## config.mk

```make
export PLATFORM = sky130hd
export DESIGN_NAME = spectrum_bars
export DESIGN_NICKNAME = d
export VERILOG_FILES = /design/src/rtl/spectrum_bars.sv
export SDC_FILE = /design/constraint.sdc
export NUM_CORES = 1
export LEC_CHECK = 0
export ABC_AREA = 1
export CORE_MARGIN = 2
export CORE_UTILIZATION = 30
export DETAILED_ROUTE_END_ITERATION = 7
export GPL_ROUTABILITY_DRIVEN = 0
export PLACE_DENSITY_LB_ADDON = 0.25
export RECOVER_POWER = 50
export SLEW_MARGIN = 0
export SYNTH_ARGS = -nofsm -noshare
export SYNTH_HDL_FRONTEND = slang
export SYNTH_SLANG_ARGS = --single-unit
```

## constraint.sdc

```tcl
create_clock -name clk -period 3.7 [get_ports clk]
set_input_delay 0.74 -clock clk [delete_from_list [all_inputs] [get_ports clk]]
set_output_delay 0.74 -clock clk [all_outputs]
set_load 0.01 [all_outputs]
```

## src/rtl/spectrum_bars.sv

```systemverilog
// Multi-band bar-graph pixel generator for the RGB LED panel: per-band levels with decay and
// peak hold, loaded tear-free through a one-entry staging buffer, rendered as double pixels.
module spectrum_bars #(
   parameter int unsigned COLS         = 32,
   parameter int unsigned HALF_ROWS    = 16,
   parameter int unsigned NCH          = 8,
   parameter int unsigned HW           = 6,
   parameter int unsigned DECAY_FRAMES = 2,
   parameter int unsigned PEAK_HOLD    = 4,
   parameter int unsigned GAP          = 1,
   localparam int unsigned AW          = $clog2(COLS * HALF_ROWS)
) (
   input  logic                clk,
   input  logic                rst,
   input  logic [1:0]          mode,
   input  logic [NCH*HW-1:0]   heights,
   input  logic                heights_valid,
   output logic                heights_ready,
   input  logic [AW-1:0]       ram_address,
   output logic [47:0]         ram_data
);

   localparam int unsigned H   = 2 * HALF_ROWS;
   localparam int unsigned BW  = COLS / NCH;
   localparam int unsigned CW  = $clog2(COLS);
   localparam int unsigned RW  = AW - CW;
   localparam int unsigned BWL = $clog2(BW);
   localparam int unsigned NW  = (NCH > 1) ? $clog2(NCH) : 1;
   localparam int unsigned DCW = (DECAY_FRAMES > 1) ? $clog2(DECAY_FRAMES) : 1;
   localparam int unsigned PHW = $clog2(PEAK_HOLD + 1);

   logic [AW-1:0]  addr_q;
   logic [HW-1:0]  lvl_q  [NCH];
   logic [HW-1:0]  lvl_d  [NCH];
   logic [HW-1:0]  pk_q   [NCH];
   logic [HW-1:0]  pk_d   [NCH];
   logic [HW-1:0]  stg_q  [NCH];
   logic [HW-1:0]  stg_d  [NCH];
   logic [PHW-1:0] hold_q [NCH];
   logic [PHW-1:0] hold_d [NCH];
   logic [DCW-1:0] dcnt_q, dcnt_d;
   logic [23:0]    acc_q, acc_d;
   logic           full_q, full_d;
   logic           tick, dec;

   function automatic logic [HW-1:0] clamp(input logic [HW-1:0] f);
      return (f > HW'(H)) ? HW'(H) : f;
   endfunction

   function automatic logic [23:0] bar_px(input logic [HW-1:0] y, input logic [HW-1:0] lvl,
                                          input logic [HW-1:0] pk, input logic cyc,
                                          input logic [23:0] acc);
      if (lvl > y) begin
         if (cyc) return acc;
         if (y < HW'(H / 2)) return 24'h00FF00;
         if (y < HW'(3 * H / 4)) return 24'hFFFF00;
         return 24'hFF0000;
      end
      if (pk != '0 && {1'b0, pk} == {1'b0, y} + 1'b1) return 24'hFFFFFF;
      return 24'h000000;
   endfunction

   assign heights_ready = ~full_q;
   // addr_q doubles as the previous-address register for tick detection
   assign tick = (ram_address == '0) && (addr_q != '0);
   assign dec  = (dcnt_q == DCW'(DECAY_FRAMES - 1));

   always_comb begin
      dcnt_d = dcnt_q;
      acc_d  = acc_q;
      full_d = full_q;
      for (int k = 0; k < NCH; k++) begin
         lvl_d[k]  = lvl_q[k];
         pk_d[k]   = pk_q[k];
         hold_d[k] = hold_q[k];
         stg_d[k]  = stg_q[k];
      end
      if (tick) begin
         dcnt_d = dec ? '0 : dcnt_q + 1'b1;
         acc_d  = acc_q + 24'h010203;
         full_d = 1'b0;
         for (int k = 0; k < NCH; k++) begin
            if (full_q && stg_q[k] > lvl_q[k]) lvl_d[k] = stg_q[k];
            else if (dec && lvl_q[k] != '0) lvl_d[k] = lvl_q[k] - 1'b1;
            // peak follows the post-update level; in the final branch lvl_d < pk_q already
            if (lvl_d[k] >= pk_q[k]) begin
               pk_d[k]   = lvl_d[k];
               hold_d[k] = PHW'(PEAK_HOLD);
            end else if (hold_q[k] != '0) begin
               hold_d[k] = hold_q[k] - 1'b1;
            end else begin
               pk_d[k] = pk_q[k] - 1'b1;
            end
         end
      end
      if (heights_valid && !full_q) begin
         full_d = 1'b1;
         for (int k = 0; k < NCH; k++) stg_d[k] = clamp(heights[k*HW +: HW]);
      end
   end

   always_ff @(posedge clk) begin
      if (!rst) begin
         addr_q <= '1;
         dcnt_q <= '0;
         acc_q  <= '0;
         full_q <= 1'b0;
         for (int k = 0; k < NCH; k++) begin
            lvl_q[k]  <= '0;
            pk_q[k]   <= '0;
            hold_q[k] <= '0;
            stg_q[k]  <= '0;
         end
      end else begin
         addr_q <= ram_address;
         dcnt_q <= dcnt_d;
         acc_q  <= acc_d;
         full_q <= full_d;
         for (int k = 0; k < NCH; k++) begin
            lvl_q[k]  <= lvl_d[k];
            pk_q[k]   <= pk_d[k];
            hold_q[k] <= hold_d[k];
            stg_q[k]  <= stg_d[k];
         end
      end
   end

   logic [CW-1:0] col;
   logic [RW-1:0] row;
   logic [NW-1:0] band;
   logic [HW-1:0] y_top, y_bot;
   logic [23:0]   px_top, px_bot;
   logic          gap;

   always_comb begin
      col    = addr_q[CW-1:0];
      row    = addr_q[AW-1:CW];
      band   = NW'(col >> BWL);
      y_top  = HW'(H - 1) - HW'(row);
      y_bot  = HW'(HALF_ROWS - 1) - HW'(row);
      px_top = bar_px(y_top, lvl_q[band], pk_q[band], mode[0], acc_q);
      px_bot = bar_px(y_bot, lvl_q[band], pk_q[band], mode[0], acc_q);
      gap    = (GAP != 0) && ((col & CW'(BW - 1)) == CW'(BW - 1));
   end

   always_ff @(posedge clk) begin
      if (!rst) begin
         ram_data <= '0;
      end else begin
         case (mode)
            2'd0:    ram_data <= '0;
            2'd1:    ram_data <= {2{24'hB3FFFF}};
            default: ram_data <= gap ? '0 : {px_bot, px_top};
         endcase
      end
   end

endmodule

```

==> impl_metrics.csv <==
group,metric,value,unit
critical_path,reg2reg_slack,270,ps
logic_synthesis,yosysSeqAreaShare,0.309,
logic_synthesis,synth_warnings,0,
clock_network,cts_tree,"done",
clock_network,htree_levels,1,
clock_network,path_clk_slew,60,ps
logic_synthesis,synthArstFlopShare,0,
power,combPwrFrac,0.157,
routing,vias,15700,
logic_synthesis,ys_seq_elements,251,
critical_path,path_cells,"inv_1 > ha_1 > nand2_1 > nor2_1 > o21ai_0 > o211ai_1 > nand2_2 > o21ai_0 > inv_1 > ha_1 > nand2_1 > or3_1 > nand3_1 > inv_1 > nand2_1 > nand2_2 > inv_1 > nand3_1 > nand2_1 > inv_1",
timing,worst_pin_slew,1500,ps
critical_path,startpoint_type,"flop",
worst_hold_path,hold_path.class,"flop to flop",
timing,clock_skew,24.2,ps
timing,drv_slew,0,
global_routing,grt_overflow,0,
routing,wl_per_cell,14.6,um
timing,setup_viol,0,
critical_path,crit_fanout,8,
logic_synthesis,synth.distinct_cells,37,
clock_network,cts_root_buf,"clkbuf_16",
routing,drt_iter0_markers,893,
critical_path,critPathTopFamily,"simple AND/OR/NAND/NOR gates",
critical_path,crit_slowest_cell,"dfxtp_1",
logic_synthesis,synth_area_leaders,"dfxtp_1 (31%), nand2_1 (12%), ha_1 (11%), inv_1 (8.9%), a21oi_1 (7.1%)",
power,power_frac_clock,0.475,
critical_path,slowest_delay,400,ps
finish,antenna_cells,0,
floorplan,ios,111,
power,internal-power,5.56,mW
floorplan,die_h,237,um
timing,maxClockFrequency,291,MHz
floorplan,die_w,237,um
floorplan,core,0.0537,mm2
clock_network,clock-sinks,251,
critical_path,r2r_start,"lvl_q[0][4]$_SDFFE_PN0P_",
global_routing,grt_max_degree,128,
routing,viasPerCell,4.83,
global_routing,antenna_found_initial,0,
clock_network,cts_buffers,30,
power,ir_drop,0.000355,V
floorplan,core.rowCount,85,
critical_path,worstRegToRegCells,20,
timing,fin_crit,3430,ps
global_routing,met2_usage,0.277,
logic_synthesis,synth_edf_count,0,
global_routing,grt_usage,0.166,
power,leakagePower,9.55,nW
critical_path,crit_top_cell,"inv_1",
place,io_buffers,110,
critical_path,worst-path-buf-inv,5,
routing,drc,0,
floorplan,start_util,0.303,
logic_synthesis,synth.most_common_cell,"nand2_1",
power,power.switching,2.11,mW
timing,fin_ws,268,ps
worst_hold_path,hold_end,"hold_q[0][6]$_SDFFE_PN0P_",
logic_synthesis,yosysTopAreaCell,"dfxtp_1",
place,dpl_worst_slack,116,ps
timing,period_share,0.928,
clock_network,cts.path.max_buffers,3,
worst_hold_path,holdPathStages,1,
logic_synthesis,syn_area,0.0163,mm2
floorplan,dieArea,0.0561,mm2
global_routing,grt_use_met3,0.0251,
status,violations,"capacitance limit",
critical_path,cp_data_required_time,4180,ps
critical_path,end_kind,"flop",
timing,relSlewSlack,0.00289,
worst_hold_path,min_from,"hold_q[0][6]$_SDFFE_PN0P_",
routing,dr.pass1.iters,5,
logic_synthesis,synth_cells,2436,
logic_synthesis,synth_commonest_cells,"nand2_1 (533), inv_1 (385), dfxtp_1 (251)",
timing,hold_ws,436,ps
critical_path,arrival,3920,ps
global_routing,grt_pass1_vias,14700,
logic_synthesis,yosys.area.top_type_share,0.309,
global_routing,grt_pass1_wl,76300,um
finish,area_growth,19.5,%
place,dp_hpwl,35400,um
critical_path,path_class,"flop to flop",
logic_synthesis,ys.flop_type,"dfxtp_1",
routing,antenna_left,0,
critical_path,rr_endpoint,"pk_q[0][4]$_SDFFE_PN0P_",
global_routing,use_met1,0.218,
logic_synthesis,syn_nets,2640,
routing,wl,47500,um
power,p_sw_frac,0.275,
timing,tns,0,ps
power,seqPwrFrac,0.368,
global_routing,busiest_layer,"met2",
finish,fin_nets,2743,
job,maxCapViolations,1,
logic_synthesis,syn_area_per_cell,6.68,um2
clock_network,worstSkewPairLatency,600,ps
finish,drive_above_1_share,0.0624,
power,power_density,395,mW/mm2
status,status,"finished, violations left",
timing,hold_viol,0,
-- worst max-delay path by stage --
stage | from | endpoint | slack, ps | cells after the start
after CTS | lvl_q[1][5]$_SDFFE_PN0P_ | pk_q[1][5]$_SDFFE_PN0P_ | 90 | 21
after global routing | lvl_q[0][4]$_SDFFE_PN0P_ | pk_q[0][4]$_SDFFE_PN0P_ | -10 | 21
after detailed placement | lvl_q[1][5]$_SDFFE_PN0P_ | pk_q[1][3]$_SDFFE_PN0P_ | 120 | 21
final | lvl_q[0][4]$_SDFFE_PN0P_ | pk_q[0][4]$_SDFFE_PN0P_ | 270 | 20
after floorplan | lvl_q[2][5]$_SDFFE_PN0P_ | hold_q[0][8]$_SDFFE_PN0P_ | 530 | 19
after global placement | lvl_q[1][5]$_SDFFE_PN0P_ | pk_q[1][4]$_SDFFE_PN0P_ | 150 | 21
-- kinds of logic (layout without fill, tap and decap cells) --
group / after synthesis / count (layout) / share of synthesized area
XOR/XNOR: 75 / 75 / 0.0404
adder cells (fa/ha/maj): 142 / 142 / 0.109
AND/OR/NAND/NOR: 960 / 961 / 0.250
flip-flops: 251 / 251 / 0.309
buffers and inverters: 484 / 610 / 0.119
AO/OA/AOI/OAI: 524 / 524 / 0.173
-- layout by cell type, fill, tap and decap left out, types with 21 or more instances in the layout --
| cell | netlist | layout |
|---|---|---|
| a21oi_1 | 231 | 231 |
| buf_4 | 3 | 44 |
| clkbuf_16 | 0 | 30 |
| clkdlybuf4s50_1 | 0 | 61 |
| dfxtp_1 | 251 | 247 |
| dlygate4sd3_1 | 0 | 48 |
| ha_1 | 142 | 142 |
| inv_1 | 385 | 380 |
| nand2_1 | 533 | 525 |
| nand3_1 | 186 | 185 |
| nand4_1 | 24 | 25 |
| nor2_1 | 145 | 145 |
| nor3_1 | 31 | 31 |
| o211ai_1 | 35 | 35 |
| o21ai_0 | 191 | 187 |
| o21ai_1 | 21 | 25 |
| or2_2 | 21 | 21 |
| xor2_1 | 73 | 73 |
-- layout make-up --
type | instances | area, um2
Clock inverter | 22 | 437
Multi-Input combinational cell | 1702 | 9350
Sequential cell | 251 | 5030
Timing Repair Buffer | 163 | 1490
Fill cell | 5658 | 34300
Clock buffer | 34 | 796
Inverter | 391 | 1480
Tap cell | 696 | 871
-- worst reg2reg max path: stages (launching register included) --
cell,delay (ps)
dfxtp_1,400
inv_1,100
ha_1,270
nand2_1,60
nor2_1,130
o21ai_0,110
o211ai_1,170
nand2_2,160
o21ai_0,380
inv_1,90
ha_1,290
nand2_1,60
or3_1,340
nand3_1,90
inv_1,120
nand2_1,100
nand2_2,100
inv_1,160
nand3_1,100
nand2_1,60
inv_1,40
-- power groups by stage --
stage	Combinational (mW)	Clock, mW	Sequential (mW)
floorplan	0.770	0	2.89
global placement	1.16	0	2.89
detailed placement	1.18	0	2.89
CTS	1.19	3.74	2.83
global route	1.36	3.84	2.83
finish	1.20	3.65	2.83
-- per-layer routing --
layer / vias up / share of wire
met4: 0 / 0.029
met2: 346 / 0.45
met3: 75 / 0.052
met5: - / 0
li1: 8138 / -
met1: 7184 / 0.47
-- what timing repair did --
item / in CTS / in global routing
hold endpoints to repair: 0 / 0
resized for setup: 0 / 26
setup buffers: 0 / 10
setup endpoints to repair: 0 / 59
hold buffers: 0 / 0
-- state kept, by name (all words and copies together) (netlist names) --
register / flops
dcnt_q: 1
lvl_q: 48
stg_q: 48
ram_data: 48
full_q: 1
acc_q: 24
hold_q: 24
pk_q: 48
addr_q: 9
-- per-stage QoR --
step | std cells | area (um2) | power, mW | util
after floorplan | 2436 | 16300 | 3.66 | -
after global placement | 3192 | 18100 | 4.05 | 0.338
after detailed placement | 3192 | 18100 | 4.07 | 0.338
after CTS | 3248 | 19400 | 7.76 | 0.361
after global routing | 3259 | 19500 | 8.03 | 0.362
final | 3259 | 19500 | 7.67 | 0.362
Note: power is estimated with default switching activity, not from simulation.
